==> src/rtl/seg_scan_decoder.sv <==
// Capture side of a multiplexed 7-segment scan: rebuilds the 8-digit frame from
// scan index + active-low segments, decodes each digit to hex and flags frame events.
module seg_scan_decoder #(
    parameter int SETTLE = 4
) (
    input  logic        clk,
    input  logic        reset,
    input  logic [2:0]  scanin,
    input  logic [7:0]  segin,
    output logic [55:0] digit_seg,
    output logic [7:0]  dp_n,
    output logic [31:0] digit_hex,
    output logic [7:0]  digit_valid,
    output logic        frame_done,
    output logic        frame_changed,
    output logic        scan_err
);
    localparam int CW = $clog2(SETTLE + 1);
    localparam logic [CW-1:0] CNT_MAX    = CW'(SETTLE);
    localparam logic [CW-1:0] CNT_SAMPLE = CW'(SETTLE - 2);

    localparam logic [0:0] HUNT    = 1'b0;
    localparam logic [0:0] COLLECT = 1'b1;

    logic [2:0]    scan_m, idx_s, prev_idx, next_idx;
    logic [7:0]    seg_m, seg_s;
    logic [CW-1:0] cnt;
    logic [0:0]    state;
    logic [7:0]    seen;
    logic [55:0]   shadow, shadow_next;
    logic [7:0]    shadow_dp, shadow_dp_next;
    logic          idx_change, sample, seq_bad, store, commit;

    always_ff @(posedge clk or posedge reset) begin
        if (reset) begin
            scan_m <= '0;
            idx_s  <= '0;
            seg_m  <= '0;
            seg_s  <= '0;
        end else begin
            scan_m <= scanin;
            idx_s  <= scan_m;
            seg_m  <= segin;
            seg_s  <= seg_m;
        end
    end

    // The counter's next value reaching SETTLE-1 marks the single sample point of a dwell.
    always_comb begin
        next_idx       = prev_idx + 3'd1;
        idx_change     = (idx_s != prev_idx);
        sample         = !idx_change && (cnt == CNT_SAMPLE);
        seq_bad        = (state == COLLECT) && idx_change && (idx_s != next_idx);
        store          = sample && !seq_bad && ((state == COLLECT) || (idx_s == 3'd0));
        commit         = store && (state == COLLECT) && (idx_s == 3'd7) &&
                         ((seen | 8'h80) == 8'hFF);
        shadow_next    = shadow;
        shadow_dp_next = shadow_dp;
        if (store) begin
            shadow_next[int'(idx_s) * 7 +: 7] = seg_s[6:0];
            shadow_dp_next[idx_s]             = seg_s[7];
        end
    end

    always_ff @(posedge clk or posedge reset) begin
        if (reset) begin
            prev_idx      <= '0;
            cnt           <= '0;
            state         <= HUNT;
            seen          <= '0;
            shadow        <= '1;
            shadow_dp     <= '1;
            digit_seg     <= '1;
            dp_n          <= '1;
            frame_done    <= 1'b0;
            frame_changed <= 1'b0;
            scan_err      <= 1'b0;
        end else begin
            prev_idx  <= idx_s;
            shadow    <= shadow_next;
            shadow_dp <= shadow_dp_next;
            scan_err  <= seq_bad;

            if (idx_change)
                cnt <= '0;
            else if (cnt != CNT_MAX)
                cnt <= cnt + 1'b1;

            if (seq_bad) begin
                // Saturating the counter discards the offending dwell, even at index 0.
                state <= HUNT;
                seen  <= '0;
                cnt   <= CNT_MAX;
            end else if (store) begin
                if (state == HUNT) begin
                    state <= COLLECT;
                    seen  <= 8'h01;
                end else if (idx_s == 3'd7) begin
                    seen <= '0;
                end else begin
                    seen[idx_s] <= 1'b1;
                end
            end

            frame_done    <= commit;
            frame_changed <= commit && ({shadow_next, shadow_dp_next} != {digit_seg, dp_n});
            if (commit) begin
                digit_seg <= shadow_next;
                dp_n      <= shadow_dp_next;
            end
        end
    end

    function automatic logic [4:0] decode(input logic [6:0] p);
        case (p)
            7'b1000000: decode = 5'h10;
            7'b1111001: decode = 5'h11;
            7'b0100100: decode = 5'h12;
            7'b0110000: decode = 5'h13;
            7'b0011001: decode = 5'h14;
            7'b0010010: decode = 5'h15;
            7'b0000010: decode = 5'h16;
            7'b1111000: decode = 5'h17;
            7'b0000000: decode = 5'h18;
            7'b0010000: decode = 5'h19;
            7'b0001000: decode = 5'h1A;
            7'b0000011: decode = 5'h1B;
            7'b1000110: decode = 5'h1C;
            7'b0100001: decode = 5'h1D;
            7'b0000110: decode = 5'h1E;
            7'b0001110: decode = 5'h1F;
            default:    decode = 5'h00;
        endcase
    endfunction

    always_comb begin
        digit_hex   = '0;
        digit_valid = '0;
        for (int k = 0; k < 8; k++)
            {digit_valid[k], digit_hex[4*k +: 4]} = decode(digit_seg[7*k +: 7]);
    end
endmodule

==> config.mk <==
export PLATFORM = sky130hd
export DESIGN_NAME = seg_scan_decoder
export DESIGN_NICKNAME = d
export VERILOG_FILES = /design/src/rtl/seg_scan_decoder.sv
export SDC_FILE = /design/constraint.sdc
export NUM_CORES = 1
export LEC_CHECK = 0
export CAP_MARGIN = 20
export CORE_MARGIN = 1
export CORE_UTILIZATION = 39
export DETAILED_ROUTE_END_ITERATION = 6
export PLACE_DENSITY = 0.68
export SYNTH_ARGS = -nofsm -noshare
export SYNTH_HDL_FRONTEND = slang
export SYNTH_SLANG_ARGS = --single-unit
export TNS_END_PERCENT = 5
==> constraint.sdc <==
create_clock -name clk -period 4.9 [get_ports clk]
set_input_delay 0.98 -clock clk [delete_from_list [all_inputs] [get_ports clk]]
set_output_delay 0.98 -clock clk [all_outputs]
set_load 0.02 [all_outputs]
==> impl_metrics.ini, run 1 <==
[status]
outcome = finished clean

[timing]
setup_violations = 0
setup_tns_ns = 0
final-max-slew-violation-count = 0
relSlewSlack_pct = 39.5
fmax_mhz = 244
period_share_pct = 83.5
tightest_slew_ns = 0.906
timing.final.crit_period_ns = 4.09
hold_viol = 0
grt_setup_unrepaired = no
finClkSkew_ns = 0.0117

[clocking]
cts_hold_buffers = 0
post_cts_resized = 0
clockBufferDepth = 2
cts_sinks = 167
path_clk_slew_ns = 0.07
cts_root_buffer = clkbuf_16
cts_inserted_buffers = 17
post_cts_buffers = 0
htree_levels = 4
insertion_delay_ns = 0.44
cts_tree = yes

[placement]
gp_congestion = 0.979
hpwl_mm = 22.6
port_buffers = 119
dp.cells = 1631

[routing]
postRouteAntennaNets = 0
wl_per_cell_microns = 19.2
routed_via_density = 5.86
dr.pass1.iters = 7
drc = 0
drtIter0Drc = 905
drt-total-wl_mm = 31.9
dr_total_vias = 9745

[layout]
nets = 1299
antennaDiodeCount = 0
fin_cells = 1663
syn_to_final_growth_pct = 17.5
drive_above_1_share_pct = 19.4

[floorplanning]
die_area_sq_mm = 0.0284
die_h_microns = 169
fp.dieW_microns = 169
coreArea_sq_mm = 0.0271
ioPinCount = 120
rows = 60
start_util_pct = 39.9

[pwr]
p_leak_nw = 5.07
power_mw = 2.87
p_per_area_mw_per_mm2 = 225
ir_drop_mv = 0.235

[synth]
syn-cell-area_sq_mm = 0.0108
synth-main-ff-cell = dfstp_2
ys_seq_elements = 167
yosysTopAreaCell = dfstp_2
ys_top_cells_by_area = dfstp_2, dfrtp_1, mux2_2, nand2_1, nor2_1
async_flop_share_pct = 100
yosysSeqAreaShare_pct = 40.1
synth_top_area_share_pct = 31.1
yosysUniqueCellTypes = 83
syn_nets = 1253
synth.most_common_cell = dfstp_2
syn_avg_cell_area_sq_um = 8.78
synth-edff-count = 0
synthCells = 1232
synth_common_cells = dfstp_2, nand2_1, nor2_1
yosysWarnings = 0

[critical_path]
worstSetupEndpointType = register
critical_path_class = register to register
arrival_ns = 4.41
crit_path_start_kind = register
crit_path_max_fanout = 16
worst-endpoint-required_ns = 5.22

[global_routing]
grt_pass1_wl_mm = 50.8
overflow = 0
grt_use_met1_pct = 32.1
grtUsageMet2_pct = 34.3
grt.total_usage_pct = 22.9
grt_util_met3_pct = 4.77
grt.busiest_layer = met2
grt_max_degree = 168
grt_pass1_vias = 8996
antenna_found_initial = 0

[hold_path]
min_path_type = register to register

[flow_run]
drv_cap = 0
-- per-stage QoR --
stage          setup slack [ns]  util (%)  hold WS [ns]  instance area, sq um
5_1_grt                   0.578      46.9         0.356                 12700
6_report                  0.809      46.9         0.348                 12700
3_3_place_gp              0.961      44.8         0.333                 12100
3_5_place_dp              0.942      44.8         0.335                 12100
4_1_cts                   0.899      46.9         0.350                 12700
2_1_floorplan              1.29         -         0.331                 10800
-- logic make-up (layout without fill, tap and decap cells) --
kind of cell    after synthesis  in the layout  synth area share (%)
fa+ha+maj                     8              8                 0.925
flops                       167            167                  40.1
simple gates                489            489                  23.9
buf+inv                     161            220                  6.07
compound gates              278            278                  16.8
xor+xnor                     51             51                  4.27
mux                          78             78                  7.88
-- cells in the final DEF, fill, tap and decap left out, drive strengths merged, types with 15 or more instances in the layout --
cell and count:
a21oi 66, a31oi 18, and3 19, clkbuf 18, clkdlybuf4s50 119, dfrtp 39, dfstp 128, inv 58
mux2 58, mux2i 20, nand2 110, nand2b 22, nand3 40, nand3b 17, nand4 33, nor2 95
nor2b 15, nor3 54, nor4 18, o21ai 70, o31ai 16, or3 18, xnor2 31, xor2 20
-- area by class of cell --
class                   instances  area, sq um
clock buffers                  18          439
clock inverters                14          126
fillers                      2573        14400
inverters                      57          218
multi-input cells             904         5830
flip-flops and latches        167         4340
well taps                     372          465
repair buffers                131         1290
-- worst max-delay path, cell delays in order, from the launching register on --
cell,delay (ns)
dfrtp_1,0.65
inv_1,0.15
ha_1,0.63
nand3_1,0.35
nor3_4,0.24
mux2i_1,0.25
inv_1,0.09
a2111oi_0,0.56
nand4_1,0.20
or4_1,0.43
o41a_1,0.42
-- power breakdown --
group	internal, mW	switching, mW	total [mW]
Sequential	1.40	0.0258	1.43
Clock	0.717	0.583	1.30
Combinational	0.0428	0.0960	0.139
Total	2.16	0.705	2.87
-- state kept, by name (all words and copies together) (netlist names) --
name / flops
scan_err: 1
shadow: 56
cnt: 3
shadow_dp: 8
seg_s: 8
prev_idx: 3
state: 1
digit_seg: 56
frame_done: 1
idx_s: 3
frame_changed: 1
dp_n: 8
seg_m: 8
scan_m: 3
seen: 7
-- metal layers --
metal,vias to the layer above,part of all wire [%]
li1,4553,-
met1,4760,45
met2,366,45
met3,66,6.9
met4,0,3.3
met5,-,0
-- path summary, 6_finish.rpt --
| kind | slack (ns) | depth (start not counted) | to | startpoint |
|---|---|---|---|---|
| hold reg to reg | 0.35 | 0 | seg_s[1] | seg_m[1] |
| hold / removal | 0.35 | 0 | seg_s[1] | seg_m[1] |
| setup reg to reg | 0.81 | 10 | frame_changed | idx_s[2] |
| setup / recovery | 0.81 | 10 | frame_changed | idx_s[2] |
| min in group asynchronous | 1.13 | 3 | scan_err | reset |
| max in group asynchronous | 3.13 | 3 | frame_changed | reset |
Note: power is estimated with default switching activity, not from simulation.
==> inputs of run 2 (changes only) <==
- PLACE_DENSITY: 0.68 -> 0.66
- clock period: 4.9 -> 3.8 ns (I/O delays scaled with it)
==> impl_metrics.ini, run 2 (synthesized netlist as in run 1, its figures left out) <==
[status]
outcome = finished clean

[critical_path]
arrival_ns = 3.94
worstSetupEndpointType = register
crit_path_max_fanout = 12
crit_path_start_kind = register
worst-endpoint-required_ns = 4.12
critical_path_class = register to register

[floorplanning]
start_util_pct = 39.9
die_area_sq_mm = 0.0284
rows = 60
die_h_microns = 169
fp.dieW_microns = 169
ioPinCount = 120
coreArea_sq_mm = 0.0271

[pwr]
p_leak_nw = 5.26
p_per_area_mw_per_mm2 = 288
ir_drop_mv = 0.265
power_mw = 3.77

[clocking]
clockBufferDepth = 2
post_cts_buffers = 0
cts_inserted_buffers = 17
cts_tree = yes
cts_hold_buffers = 0
cts_sinks = 167
insertion_delay_ns = 0.44
cts_root_buffer = clkbuf_16
htree_levels = 4
path_clk_slew_ns = 0.07

[layout]
antennaDiodeCount = 0
syn_to_final_growth_pct = 20.8
drive_above_1_share_pct = 22.2
nets = 1339
utilization_pct = 48.2
largestRegisters = digit_seg: 56 flops, shadow: 56 flops
fin_cells = 1703
fillers = 2578
final_common_cell = dfstp_2
final_cell_mix = dfstp_2, clkdlybuf4s50_1, nand2_1

[global_routing]
overflow = 0
grt.total_usage_pct = 23.5
grt_pass1_wl_mm = 51.6
grt_max_degree = 93
grt_pass1_vias = 9110
antenna_found_initial = 0

[timing]
final-max-slew-violation-count = 0
period_share_pct = 95.3
hold_viol = 0
setup_tns_ns = 0
finClkSkew_ns = 0.0111
setup_violations = 0
timing.final.crit_period_ns = 3.62
grt_setup_unrepaired = no
tightest_slew_ns = 0.833
fmax_mhz = 276
relSlewSlack_pct = 43.9

[routing]
drt-total-wl_mm = 33.3
postRouteAntennaNets = 0
dr_total_vias = 9884
dr.pass1.iters = 5
wl_per_cell_microns = 19.5
drc = 0
routed_via_density = 5.80
drtIter0Drc = 1101

[hold_path]
min_path_type = register to register

[placement]
port_buffers = 119
gp_congestion = 0.969
hpwl_mm = 23.8
dp.cells = 1671

[flow_run]
drv_cap = 0
## run 2: changes by cell type in the layout (fill, tap and decap cells not counted), sizes merged
cell / delta
clkbuf: +1
buf: +40
clkinvlp: +1
inv: +2
clkinv: -4
## run 2: through the flow
step                setup slack, ns  hold WS (ns)  area, sq um
floorplan                     0.187         0.331        10800
global placement              0.170         0.333        12500
detailed placement            0.248         0.335        12500
CTS                           0.167         0.350        13000
global route                0.00562         0.352        13100
finish                        0.180         0.349        13100
## run 2: path summary, 6_finish.rpt
kind,from,end,slack [ns],depth (start not counted)
setup reg to reg,idx_s[2],frame_changed,0.18,11
hold / removal,seg_m[1],seg_s[1],0.35,0
setup / recovery,idx_s[2],frame_changed,0.18,11
hold reg to reg,seg_m[1],seg_s[1],0.35,0
min in group asynchronous,reset,cnt[0],0.79,3
max in group asynchronous,reset,digit_seg[37],2.55,3
## run 2: critical path: stages, from the launching register on
cell	delay, ns
dfrtp_1	0.48
inv_1	0.16
ha_1	0.21
nor2_2	0.08
nor2_2	0.51
buf_4	0.30
nand4_1	0.18
and3_1	0.29
or4b_1	0.56
nor4_1	0.20
o2111ai_1	0.15
o41a_1	0.39
## run 2: what timing repair did
action | in CTS | in global routing
setup endpoints to repair | 0 | 2
resized for setup | 0 | 9
hold endpoints to repair | 0 | 0
## run 2: area by class of cell
type | count | area (sq um) | area share (%)
sequential | 167 | 4340 | 33.2
clock buffer | 19 | 443 | 3.39
multi-input combinational | 904 | 5860 | 44.9
tap | 372 | 465 | 3.56
timing repair buffer | 171 | 1610 | 12.3
clock inverter | 13 | 138 | 1.05
inverter | 57 | 218 | 1.67
## run 2: metal layers
layer | vias to the layer above | wire [microns] | global-route usage, %
li1 | 4640 | - | -
met1 | 4800 | 15000 | 32.0
met2 | 386 | 15000 | 36.4
met3 | 58 | 2290 | 5.52
met4 | 0 | 930 | 8.06
met5 | - | 0 | 0
## run 2: power by group
group / total (mW) / switching, mW / internal (mW) / leakage, nW
Sequential: 1.84 / 0.0348 / 1.81 / 1.81
Clock: 1.72 / 0.783 / 0.940 / 0.279
Combinational: 0.208 / 0.135 / 0.0732 / 3.18
Total: 3.77 / 0.953 / 2.82 / 5.26
